`src/rtl/im_loader.sv`:
```
// Framed byte-stream loader for instruction memory: LEN_HI, LEN_LO, 4N data bytes, XOR checksum.
// Writes big-endian 32-bit words and holds the CPU in reset until a frame checks out.
module im_loader #(
  parameter int ADDR_WIDTH    = 8,
  parameter bit HOLD_AT_RESET = 1'b1
) (
  input  logic        clock,
  input  logic        reset,
  input  logic        start,
  input  logic        in_valid,
  input  logic [7:0]  in_data,
  output logic        in_ready,
  output logic        im_we,
  output logic [31:0] im_addr,
  output logic [31:0] im_wdata,
  output logic        cpu_hold,
  output logic        busy,
  output logic        done,
  output logic        error
);

  localparam int IW = ADDR_WIDTH + 1;
  localparam logic [16:0] CAP = 17'd1 << ADDR_WIDTH;

  typedef enum logic [2:0] {IDLE, LEN_HI, LEN_LO, DATA, CSUM, DONE, ERROR} state_t;

  state_t          state_q, state_d;
  logic [7:0]      len_hi_q, len_hi_d;
  logic [15:0]     n_q, n_d;
  logic [IW-1:0]   idx_q, idx_d;
  logic [1:0]      bcnt_q, bcnt_d;
  logic [23:0]     word_q, word_d;
  logic [7:0]      csum_q, csum_d;
  logic            im_we_q, im_we_d;
  logic [31:0]     im_addr_q, im_addr_d;
  logic [31:0]     im_wdata_q, im_wdata_d;
  logic            busy_q, busy_d;
  logic            done_q, done_d;
  logic            error_q, error_d;
  logic            hold_q, hold_d;
  logic            accept;
  logic [15:0]     n_new;

  assign in_ready = (state_q == LEN_HI) || (state_q == LEN_LO) ||
                    (state_q == DATA)   || (state_q == CSUM);
  assign accept   = in_valid && in_ready;
  assign n_new    = {len_hi_q, in_data};

  always_comb begin
    state_d    = state_q;
    len_hi_d   = len_hi_q;
    n_d        = n_q;
    idx_d      = idx_q;
    bcnt_d     = bcnt_q;
    word_d     = word_q;
    csum_d     = csum_q;
    im_we_d    = 1'b0;
    im_addr_d  = im_addr_q;
    im_wdata_d = im_wdata_q;
    busy_d     = busy_q;
    done_d     = done_q;
    error_d    = error_q;
    hold_d     = hold_q;
    case (state_q)
      IDLE, DONE, ERROR: begin
        if (start) begin
          state_d = LEN_HI;
          done_d  = 1'b0;
          error_d = 1'b0;
          csum_d  = 8'h00;
          idx_d   = '0;
          bcnt_d  = 2'd0;
          busy_d  = 1'b1;
          hold_d  = 1'b1;
        end
      end
      LEN_HI: if (accept) begin
        len_hi_d = in_data;
        state_d  = LEN_LO;
      end
      LEN_LO: if (accept) begin
        n_d = n_new;
        if ({1'b0, n_new} > CAP) begin
          state_d = ERROR;
          error_d = 1'b1;
          busy_d  = 1'b0;
          hold_d  = 1'b1;
        end else if (n_new == 16'd0) begin
          state_d = CSUM;
        end else begin
          state_d = DATA;
        end
      end
      DATA: if (accept) begin
        csum_d = csum_q ^ in_data;
        word_d = {word_q[15:0], in_data};
        bcnt_d = bcnt_q + 2'd1;
        // Write is registered, so the pulse lands the cycle after the 4th byte.
        if (bcnt_q == 2'd3) begin
          im_we_d    = 1'b1;
          im_addr_d  = 32'({idx_q[ADDR_WIDTH-1:0], 2'b00});
          im_wdata_d = {word_q, in_data};
          idx_d      = idx_q + 1'b1;
          if (17'(idx_q) + 17'd1 == {1'b0, n_q}) state_d = CSUM;
        end
      end
      CSUM: if (accept) begin
        busy_d = 1'b0;
        if (in_data == csum_q) begin
          state_d = DONE;
          done_d  = 1'b1;
          hold_d  = 1'b0;
        end else begin
          state_d = ERROR;
          error_d = 1'b1;
          hold_d  = 1'b1;
        end
      end
      default: state_d = IDLE;
    endcase
  end

  always_ff @(posedge clock or negedge reset) begin
    if (!reset) begin
      state_q    <= IDLE;
      len_hi_q   <= 8'h00;
      n_q        <= 16'h0000;
      idx_q      <= '0;
      bcnt_q     <= 2'd0;
      word_q     <= 24'h0;
      csum_q     <= 8'h00;
      im_we_q    <= 1'b0;
      im_addr_q  <= 32'h0;
      im_wdata_q <= 32'h0;
      busy_q     <= 1'b0;
      done_q     <= 1'b0;
      error_q    <= 1'b0;
      hold_q     <= HOLD_AT_RESET;
    end else begin
      state_q    <= state_d;
      len_hi_q   <= len_hi_d;
      n_q        <= n_d;
      idx_q      <= idx_d;
      bcnt_q     <= bcnt_d;
      word_q     <= word_d;
      csum_q     <= csum_d;
      im_we_q    <= im_we_d;
      im_addr_q  <= im_addr_d;
      im_wdata_q <= im_wdata_d;
      busy_q     <= busy_d;
      done_q     <= done_d;
      error_q    <= error_d;
      hold_q     <= hold_d;
    end
  end

  assign im_we    = im_we_q;
  assign im_addr  = im_addr_q;
  assign im_wdata = im_wdata_q;
  assign cpu_hold = hold_q;
  assign busy     = busy_q;
  assign done     = done_q;
  assign error    = error_q;

endmodule

```
`config.mk`:
```
export PLATFORM = sky130hd
export DESIGN_NAME = im_loader
export DESIGN_NICKNAME = d
export VERILOG_FILES = /design/src/rtl/im_loader.sv
export SDC_FILE = /design/constraint.sdc
export NUM_CORES = 1
export LEC_CHECK = 0
export ABC_AREA = 1
export CORE_MARGIN = 1.5
export CORE_UTILIZATION = 34
export DETAILED_ROUTE_END_ITERATION = 8
export PLACE_DENSITY = 0.62
export SYNTH_ARGS = -nofsm -noshare
export SYNTH_HDL_FRONTEND = slang
export SYNTH_SLANG_ARGS = --single-unit
```
`constraint.sdc`:
```
create_clock -name clock -period 2.2 [get_ports clock]
set_input_delay 0.66 -clock clock [delete_from_list [all_inputs] [get_ports clock]]
set_output_delay 0.66 -clock clock [all_outputs]
set_load 0.05 [all_outputs]
```
==> results of run 1 <==
-- synth_stat cells --
cell,instances
a22o_1,4
a31oi_2,1
buf_2,8
buf_4,24
buf_6,5
clkbuf_1,7
conb_1,1
dfrtp_1,114
dfstp_2,1
ha_1,2
inv_1,76
inv_2,3
nand2_1,167
nand2_2,3
nand3_1,26
nand3_2,1
nand3b_1,5
nand4_1,6
nor2_1,29
nor2_2,1
nor2_4,3
nor2_8,1
nor3_1,2
nor3_4,1
o21ai_0,80
o21ai_1,32
o21bai_1,1
o22ai_1,1
o22ai_2,2
or2_2,2
xnor2_1,4
xor2_1,4
-- layout make-up --
type | count | area [um^2] | area share
sequential | 115 | 2880 | 0.432
clock inverter | 6 | 55.1 | 0.00824
multi-input combinational | 402 | 1910 | 0.286
clock buffer | 24 | 482 | 0.0721
timing repair buffer | 91 | 820 | 0.123
tap | 188 | 235 | 0.0352
inverter | 79 | 297 | 0.0444
-- timing repair --
action / 4_1_cts / 5_1_grt
buffers inserted: 0 / 5
hold endpoints to repair: 0 / 0
hold buffers: 0 / 0
setup endpoints to repair: 20 / 3
pin swaps: 0 / 1
resized for setup: 21 / 5
-- flip-flops by register name, summed over array words and instances (netlist names) --
name / count
idx_q: 9
bcnt_q: 2
word_q: 24
cpu_hold: 1
im_wdata: 32
im_we: 1
csum_q: 8
error: 1
done: 1
im_addr: 8
n_q: 16
len_hi_q: 8
state_q: 3
busy: 1
-- worst register-to-register path, delay by kind of cell (launching register included) --
kind / cells / cell delay (ns)
simple gates: 12 / 1.14
flops: 1 / 0.43
buf+inv: 1 / 0.05
fa+ha+maj: 1 / 0.22
-- metal layers --
layer  global-route usage  wire length, um  vias up
li1                     -                -     2086
met4               0.0449              102        0
met2                0.236             5340       88
met1                0.218             5840     1970
met3               0.0401              531        7
met5                    0                0        -
-- how the worst max path moves through the flow --
stage,end,slack [ns],cells past startpoint
4_1_cts,in_ready,-0.06,4
5_1_grt,in_ready,0.02,4
3_5_place_dp,done,-0.15,9
3_3_place_gp,done,-0.13,9
6_report,in_ready,0.08,4
2_1_floorplan,in_ready,0.43,4
-- per-stage QoR --
step,setup WS [ns],hold slack [ns]
final,0.0820,0.158
after global placement,-0.128,0.461
after floorplan,0.430,0.364
after global routing,0.0171,0.160
after CTS,-0.0627,0.153
after detailed placement,-0.154,0.468
-- power groups by stage --
stage	combinational, mW	clock [mW]	sequential (mW)
floorplan	1.51	0	3.11
global placement	2.23	0	3.04
detailed placement	2.27	0	3.05
CTS	2.29	2.54	3.03
global route	2.67	2.64	3.09
finish	2.34	2.49	3.02
-- cell families (layout without fill, tap and decap cells) --
logic type	Yosys count	after routing	share of synthesized area
other cells	1	24	0.000709
xor+xnor	8	8	0.0132
flops	115	115	0.544
fa+ha+maj	2	2	0.00473
compound gates	121	121	0.122
simple gates	247	247	0.202
buf+inv	123	200	0.113
==> impl_metrics.csv, run 1 <==
group,metric,value,unit
status,status,"completed",
grt,grt_pass1_wl,19900,um
routing,viasPerCell,4.59,
pwr,p_sw_frac,0.344,
synthesis,synth_top_area_frac,0.539,
die,fp.coreArea,15200,um^2
cts,clock_latency,0.40,ns
cts,cts_tree,"yes",
run,cap_violations,0,
worst_setup_path,path_cells,"nor2_2 > nor2_1 > or2_4 > buf_12",
pwr,power_switching,2.70,mW
cells_and_area,final_area,6680,um^2
worst_setup_path,slowest_stage,"dfrtp_1",
routing,drt-pass1-iter-count,4,
synthesis,synthCells,617,
worst_setup_path,cp_slowest_stage_delay,0.41,ns
place,io_buffers,57,
hold_path,worstHoldPathType,"input port to asynchronous set/reset pin",
synthesis,syn_area,5290,um^2
synthesis,yosysWarnings,0,
die,ioPinCount,82,
sta,skew,0.00819,ns
pwr,comb_power_share,0.298,
cells_and_area,n_antenna_cell,0,
sta,rsz0062_at_grt,"no",
synthesis,synth.area.top_cells,"dfrtp_1 54%, nand2_1 12%, o21ai_0 7.6%",
cells_and_area,post_layout_nonfiller_instances,905,
worst_setup_path,r2r_slack,0.24,ns
pwr,power.density,1180,nW/um^2
worst_setup_path,required,1.54,ns
die,die_height,128,um
worst_setup_path,cp-startpoint,"state_q[0]",
routing,first_iter_violations,275,
place,gp_congestion,0.868,
worst_setup_path,reg2reg_depth,14,
routing,postRouteAntennaNets,0,
pwr,leakage,3.40,nW
grt,antenna_found_initial,0,
sta,fmaxAchievable,472,MHz
synthesis,yosysUniqueCellTypes,32,
cells_and_area,drive_above_1_share,0.158,
worst_setup_path,cp_top_family,"simple AND/OR/NAND/NOR gates",
cts,cts_max_path_buffers,2,
synthesis,postSynthAreaPerCell,8.58,um^2
cts,cts_root_buf,"clkbuf_16",
grt,grt_usage,0.155,
worst_setup_path,cp-end-kind,"output pin",
cts,htree_num_levels,4,
sta,fin_setup_tns,0,ns
pwr,seqPwrFrac,0.385,
place,placed_cells,870,
die,start_util,0.348,
synthesis,synth.largest_area_cell,"dfrtp_1",
die,dieArea,16300,um^2
worst_setup_path,crit_buf_inv,1,
synthesis,synth_seq_area_share,0.544,
cts,clk_pin_slew,0.05,ns
sta,finalCritPeriodShare,0.963,
cells_and_area,final_common_cell,"nand2_1",
die,rows,45,
routing,drc,0,
worst_setup_path,cp.arrival,1.46,ns
sta,setup_viol,0,
cells_and_area,final_cell_mix,"166 x nand2_1, 111 x dfrtp_1, 80 x o21ai_0",
cts,clock-sinks,115,
worst_setup_path,crit_path_max_fanout,4,
sta,finalCriticalPeriod,2.12,ns
cells_and_area,area_delta_synth_final,26.2,%
die,die_w,128,um
worst_setup_path,r2r_start,"idx_q[0]",
cells_and_area,final_nets,720,
worst_setup_path,path_class,"flip-flop to output pin",
place,place_hpwl,8520,um
pwr,p_int,5.15,mW
pwr,irDropWorstVdd,0.893,mV
grt,grt_pass1_vias,4024,
routing,wl_per_cell,13.1,um
grt,grt_max_degree,65,
cells_and_area,fin_util,0.439,
cts,numCtsBuffers,17,
grt,grt_overflow_total,0,
routing,vias,4151,
routing,wl,11800,um
place,place_area,6120,um^2
synthesis,ys_ff_latch,115,
sta,hold_viol,0,
cells_and_area,fill_cells,1484,
worst_setup_path,startpoint_type,"flip-flop",
pwr,finalPower,7.86,mW
worst_setup_path,r2r-end,"state_q[0]",
sta,finalMaxSlewViolations,0,
pwr,p_clk_frac,0.317,
Power figures use the tool's default switching activity.
==> run 2: changes to the inputs <==
DONT_BUFFER_PORTS = 1   (was unset)
GPL_TIMING_DRIVEN = 0   (was unset)
PLACE_DENSITY = 0.55   (was 0.62)
==> run 2 against run 1 <==
  * The flow now finishes with violations (negative hold slack)
  * Non-clock buffer count shrank 46
  * Combinational power shrank 18%
  * Critical path depth is the same
  * Via count shrank 1.4%
  * Critical path type unchanged
==> impl_metrics.csv, run 2 (synthesized netlist as in run 1, its figures left out) <==
group,metric,value,unit
sta,finalCriticalPeriod,2.12,ns
worst_setup_path,reg2reg_depth,9,
die,ioPinCount,82,
grt,grt_usage,0.161,
sta,fmaxAchievable,471,MHz
routing,vias,4093,
status,violations,"negative hold slack",
sta,finalCritPeriodShare,0.965,
grt,grt_pass1_vias,3978,
place,placed_cells,828,
pwr,leakage,3.06,nW
cells_and_area,post_layout_nonfiller_instances,859,
die,dieArea,16300,um^2
cts,clk_pin_slew,0.05,ns
sta,skew,0.0116,ns
routing,wl,12300,um
sta,fin_setup_tns,0,ns
die,die_height,128,um
die,rows,45,
sta,hold_ws,-0.0500,ns
worst_setup_path,path_class,"flip-flop to output pin",
hold_path,worstHoldPathType,"input port to asynchronous set/reset pin",
cells_and_area,final_common_cell,"nand2_1",
worst_setup_path,r2r_slack,0.16,ns
worst_setup_path,cp_slowest_stage_delay,0.35,ns
routing,drt-pass1-iter-count,5,
grt,antenna_found_initial,0,
die,start_util,0.348,
grt,grt_overflow_total,0,
pwr,finalPower,7.67,mW
worst_setup_path,r2r_start,"state_q[2]",
worst_setup_path,crit_buf_inv,2,
sta,worst_pin_slew,0.530,ns
cts,cts_tree,"yes",
cts,cts_root_buf,"clkbuf_16",
cells_and_area,largest_reg_flops,32,
cts,cts_max_path_buffers,2,
status,status,"complete, but fails checks",
worst_setup_path,cp_top_family,"simple AND/OR/NAND/NOR gates",
cells_and_area,area_delta_synth_final,17.0,%
die,fp.coreArea,15200,um^2
place,post-place-ws,0.174,ns
cts,htree_num_levels,4,
sta,hold_viol,114,
cts,clock_latency,0.41,ns
grt,grt_pass1_wl,20400,um
sta,finalMaxSlewViolations,0,
worst_setup_path,required,1.54,ns
sta,setup_viol,0,
worst_setup_path,cp-end-kind,"output pin",
cells_and_area,drive_above_1_share,0.134,
cts,numCtsBuffers,17,
worst_setup_path,slowest_stage,"dfrtp_1",
place,io_buffers,0,
routing,first_iter_violations,289,
worst_setup_path,crit_path_max_fanout,8,
sta,relSlewSlack,0.647,
cts,clock-sinks,115,
routing,drc,0,
sta,setup_slack,0.0767,ns
routing,wl_per_cell,14.4,um
routing,postRouteAntennaNets,0,
run,cap_violations,0,
cells_and_area,n_antenna_cell,0,
pwr,power.density,1240,nW/um^2
worst_setup_path,path_cells,"buf_2 > nand2_2 > inv_2 > or2_4",
worst_setup_path,r2r-end,"im_wdata[7]",
cells_and_area,fin_util,0.407,
cells_and_area,final_cell_mix,"166 x nand2_1, 112 x dfrtp_1, 80 x o21ai_0",
worst_setup_path,startpoint_type,"flip-flop",
grt,grt_max_degree,116,
worst_setup_path,cp.arrival,1.46,ns
pwr,irDropWorstVdd,0.752,mV
cells_and_area,final_nets,674,
place,gp_congestion,0.817,
place,place_hpwl,8780,um
routing,viasPerCell,4.76,
die,die_w,128,um
==> run 2: cell count changes in the layout (fill, tap and decap cells not counted), sizes merged <==
cell | before | now
buf | 62 | 38
clkbuf | 24 | 32
clkdlybuf4s50 | 10 | 0
clkinv | 5 | 4
dlygate4sd2 | 19 | 0
==> run 2: what timing repair did <==
action                                 CTS  global route
endpoints found under the hold margin  114           114
resized for setup                        1             6
pin swaps                                0             2
setup buffers                            0             1
setup endpoints to repair                1             4
==> run 2: how the worst max path moves through the flow <==
stage	startpoint	endpoint	slack (ns)	cells after the start
floorplan	state_q[2]	in_ready	0.43	4
global placement	state_q[2]	im_wdata[12]	0.20	9
detailed placement	idx_q[0]	state_q[1]	0.17	14
CTS	state_q[2]	in_ready	0.008	4
global route	state_q[1]	in_ready	-0.00003	4
finish	state_q[2]	in_ready	0.08	4
==> run 2: area by class of cell <==
type	count	area [um^2]
clock buffers	25	505
plain buffers	44	303
clock inverters	5	50.0
repair buffers	1	7.51
flip-flops and latches	115	2880
fillers	1534	9010
multi-input cells	402	1910
well taps	188	235
inverters	79	297
==> run 2: worst reg2reg max path: cells and delay by family, from the launching register on <==
kind,cells,cell delay [ns]
flip-flops,1,0.35
AND/OR/NAND/NOR,4,0.82
AO/OA/AOI/OAI,1,0.07
buffers and inverters,4,0.68
==> run 2: power breakdown <==
group | total [mW] | switching (mW) | internal, mW
combinational | 1.93 | 1.29 | 0.639
clock | 2.57 | 0.889 | 1.68
sequential | 3.18 | 0.490 | 2.69
==> run 2: metal layers <==
| layer | track usage | wire (um) | vias to the layer above |
|---|---|---|---|
| li1 | - | - | 1998 |
| met1 | 0.215 | 5790 | 1964 |
| met2 | 0.238 | 5510 | 116 |
| met3 | 0.0643 | 885 | 15 |
| met4 | 0.0555 | 136 | 0 |
| met5 | 0 | 0 | - |
==> run 2: per-stage QoR <==
stage / cell area [um^2] / hold WS, ns
floorplan: 5380 / 0.364
global placement: 5610 / 0.369
detailed placement: 5610 / 0.369
CTS: 6170 / -0.0646
global route: 6190 / -0.0731
finish: 6190 / -0.0500
==> run 3: changes to the inputs <==
--- a/config.mk
+++ b/config.mk
@@ -12,5 +12,5 @@
 export DONT_BUFFER_PORTS = 1
 export GPL_TIMING_DRIVEN = 0
-export PLACE_DENSITY = 0.55
+export PLACE_DENSITY = 0.57
 export SYNTH_ARGS = -nofsm -noshare
 export SYNTH_HDL_FRONTEND = slang
==> constraint.sdc (replaced) <==
create_clock -name clock -period 1.8 [get_ports clock]
set_input_delay 0.36 -clock clock [delete_from_list [all_inputs] [get_ports clock]]
set_output_delay 0.36 -clock clock [all_outputs]
set_load 0.05 [all_outputs]
==> run 3 against run 2 <==
  * The flow finishes with violations (negative hold slack, negative setup slack)
  * Non-clock buffer count up 14
  * Count of clock-buffer cells in the layout did not move
  * First-iteration DRC count shrank 4.2%
  * Critical endpoint is now state_q[1]
  * Critical path type is now flip-flop to flip-flop
  * Highest routed layer unchanged
==> impl_metrics.csv, run 3 (synthesized netlist as in run 1, its figures left out) <==
group,metric,value,unit
worst_setup_path,cp_top_family,"simple AND/OR/NAND/NOR gates",
sta,hold_viol,115,
worst_setup_path,r2r-end,"state_q[1]",
pwr,p_clk_frac,0.328,
pwr,power.density,1500,nW/um^2
sta,rsz0062_at_grt,"yes",
cts,clk_pin_slew,0.05,ns
cells_and_area,final_common_cell,"nand2_1",
cts,cts_tree,"yes",
cells_and_area,drive_above_1_share,0.181,
worst_setup_path,cp_slowest_stage_delay,0.39,ns
sta,finalCritPeriodShare,1.01,
routing,wl,12500,um
sta,fmaxAchievable,551,MHz
cts,clock_latency,0.41,ns
routing,vias,4169,
place,io_buffers,0,
worst_setup_path,cp-end-kind,"flip-flop",
place,place_area,5610,um^2
worst_setup_path,startpoint_type,"flip-flop",
die,dieArea,16300,um^2
pwr,p_sw_frac,0.349,
worst_setup_path,path_class,"flip-flop to flip-flop",
cells_and_area,final_cell_mix,"161 x nand2_1, 110 x dfrtp_1, 77 x o21ai_0",
worst_setup_path,worst_path_most_repeated_cell,"nand2_1",
cells_and_area,fin_util,0.421,
pwr,p_int,6.27,mW
cts,clock-sinks,115,
worst_setup_path,r2r_start,"idx_q[1]",
sta,worst_pin_slew,0.524,ns
pwr,comb_power_share,0.265,
run,cap_violations,0,
status,status,"complete, but fails checks",
sta,skew,0.00450,ns
worst_setup_path,cp.arrival,2.12,ns
status,violations,"negative hold slack, negative setup slack",
place,gp_congestion,0.812,
place,place_hpwl,8670,um
grt,antenna_found_initial,0,
grt,grt_max_degree,116,
worst_setup_path,path_cells,"buf_4 > nand3_4 > nor2_4 > nand2_1 > nand2_1 > nand2_1 > nand2_1 > nand2_1 > nor2_1 > nand2_1 > nand2_2 > nand2_2 > nand2_1 > nand2_1",
worst_setup_path,r2r_slack,-0.01,ns
cells_and_area,largest_reg_flops,32,
routing,wl_per_cell,14.4,um
sta,finalMaxSlewViolations,0,
cts,cts_root_buf,"clkbuf_16",
routing,drt-pass1-iter-count,5,
worst_setup_path,reg2reg_depth,14,
cts,htree_num_levels,4,
grt,grt_usage,0.165,
grt,grt_pass1_wl,20800,um
worst_setup_path,required,2.10,ns
cells_and_area,area_delta_synth_final,21.1,%
die,start_util,0.348,
pwr,leakage,3.16,nW
die,rows,45,
hold_path,worstHoldPathType,"input port to asynchronous set/reset pin",
cells_and_area,final_nets,688,
sta,finalCriticalPeriod,1.81,ns
sta,setup_slack,-0.0148,ns
die,fp.coreArea,15200,um^2
routing,drc,0,
routing,first_iter_violations,277,
worst_setup_path,crit_path_max_fanout,6,
pwr,irDropWorstVdd,0.849,mV
cells_and_area,n_antenna_cell,0,
sta,relSlewSlack,0.651,
cts,cts_max_path_buffers,2,
worst_setup_path,slowest_stage,"dfrtp_1",
worst_setup_path,crit_buf_inv,1,
grt,grt_pass1_vias,4134,
die,ioPinCount,82,
routing,postRouteAntennaNets,0,
pwr,seqPwrFrac,0.407,
sta,hold_ws,-0.356,ns
die,die_w,128,um
cells_and_area,final_area,6410,um^2
routing,viasPerCell,4.78,
cts,numCtsBuffers,17,
die,die_height,128,um
sta,setup_viol,2,
pwr,power_switching,3.36,mW
grt,grt_overflow_total,0,
pwr,finalPower,9.63,mW
## run 3: cell count changes in the layout (fill, tap and decap cells not counted), moves of 3 or more
cell,previous run,this run
buf_2,8,5
o21ai_0,80,77
nand2_1,166,161
clkbuf_1,10,5
buf_4,25,40
nand2_2,4,7
o21ai_1,32,35
nor2_1,28,24
clkbuf_2,0,5
## run 3: area by class of cell
cell class                 instances  area [um^2]
clock inverter                     5         50.0
fill                            1498         8790
sequential                       115         2880
multi-input combinational        402         1990
buffer                            43          309
inverter                          79          297
clock buffer                      25          505
tap                              188          235
timing repair buffer              16          133
## run 3: per-layer routing
metal	track usage	wire length, um	share of wire	vias to the layer above
met4	0.0601	147	0.012	0
met3	0.0526	760	0.061	15
met5	0	0	0	-
met1	0.224	6070	0.48	2009
met2	0.246	5560	0.44	105
li1	-	-	-	2040
## run 3: per-stage QoR
stage / setup TNS (ns) / std cells / worst slack, ns
floorplan: 0 / 640 / 0.117
global placement: -7.11 / 828 / -0.186
detailed placement: -9.75 / 828 / -0.233
CTS: -0.00257 / 868 / -0.00257
global route: -3.80 / 873 / -0.159
finish: -0.0205 / 873 / -0.0148
## run 3: how the worst max path moves through the flow
stage               startpoint         end  slack, ns  cells past startpoint
floorplan             idx_q[0]  state_q[1]       0.12                     14
global placement      idx_q[0]  state_q[1]      -0.19                     14
detailed placement    idx_q[0]  state_q[1]      -0.23                     14
CTS                   idx_q[0]  state_q[1]     -0.003                     14
global route          idx_q[1]  state_q[0]      -0.16                     14
finish                idx_q[1]  state_q[1]      -0.01                     14
## run 3: what timing repair did
action	4_1_cts	5_1_grt
setup buffers	11	5
pin swaps	10	12
resized for setup	13	31
endpoints found under the setup margin	77	103
endpoints found under the hold margin	115	115
## run 3: power groups by stage
stage	sequential (mW)	combinational, mW	clock [mW]
2_1_floorplan	3.80	1.85	0
6_report	3.92	2.55	3.16
3_3_place_gp	3.89	2.24	0
4_1_cts	3.91	2.49	3.21
3_5_place_dp	3.91	2.31	0
5_1_grt	4.01	2.90	3.36
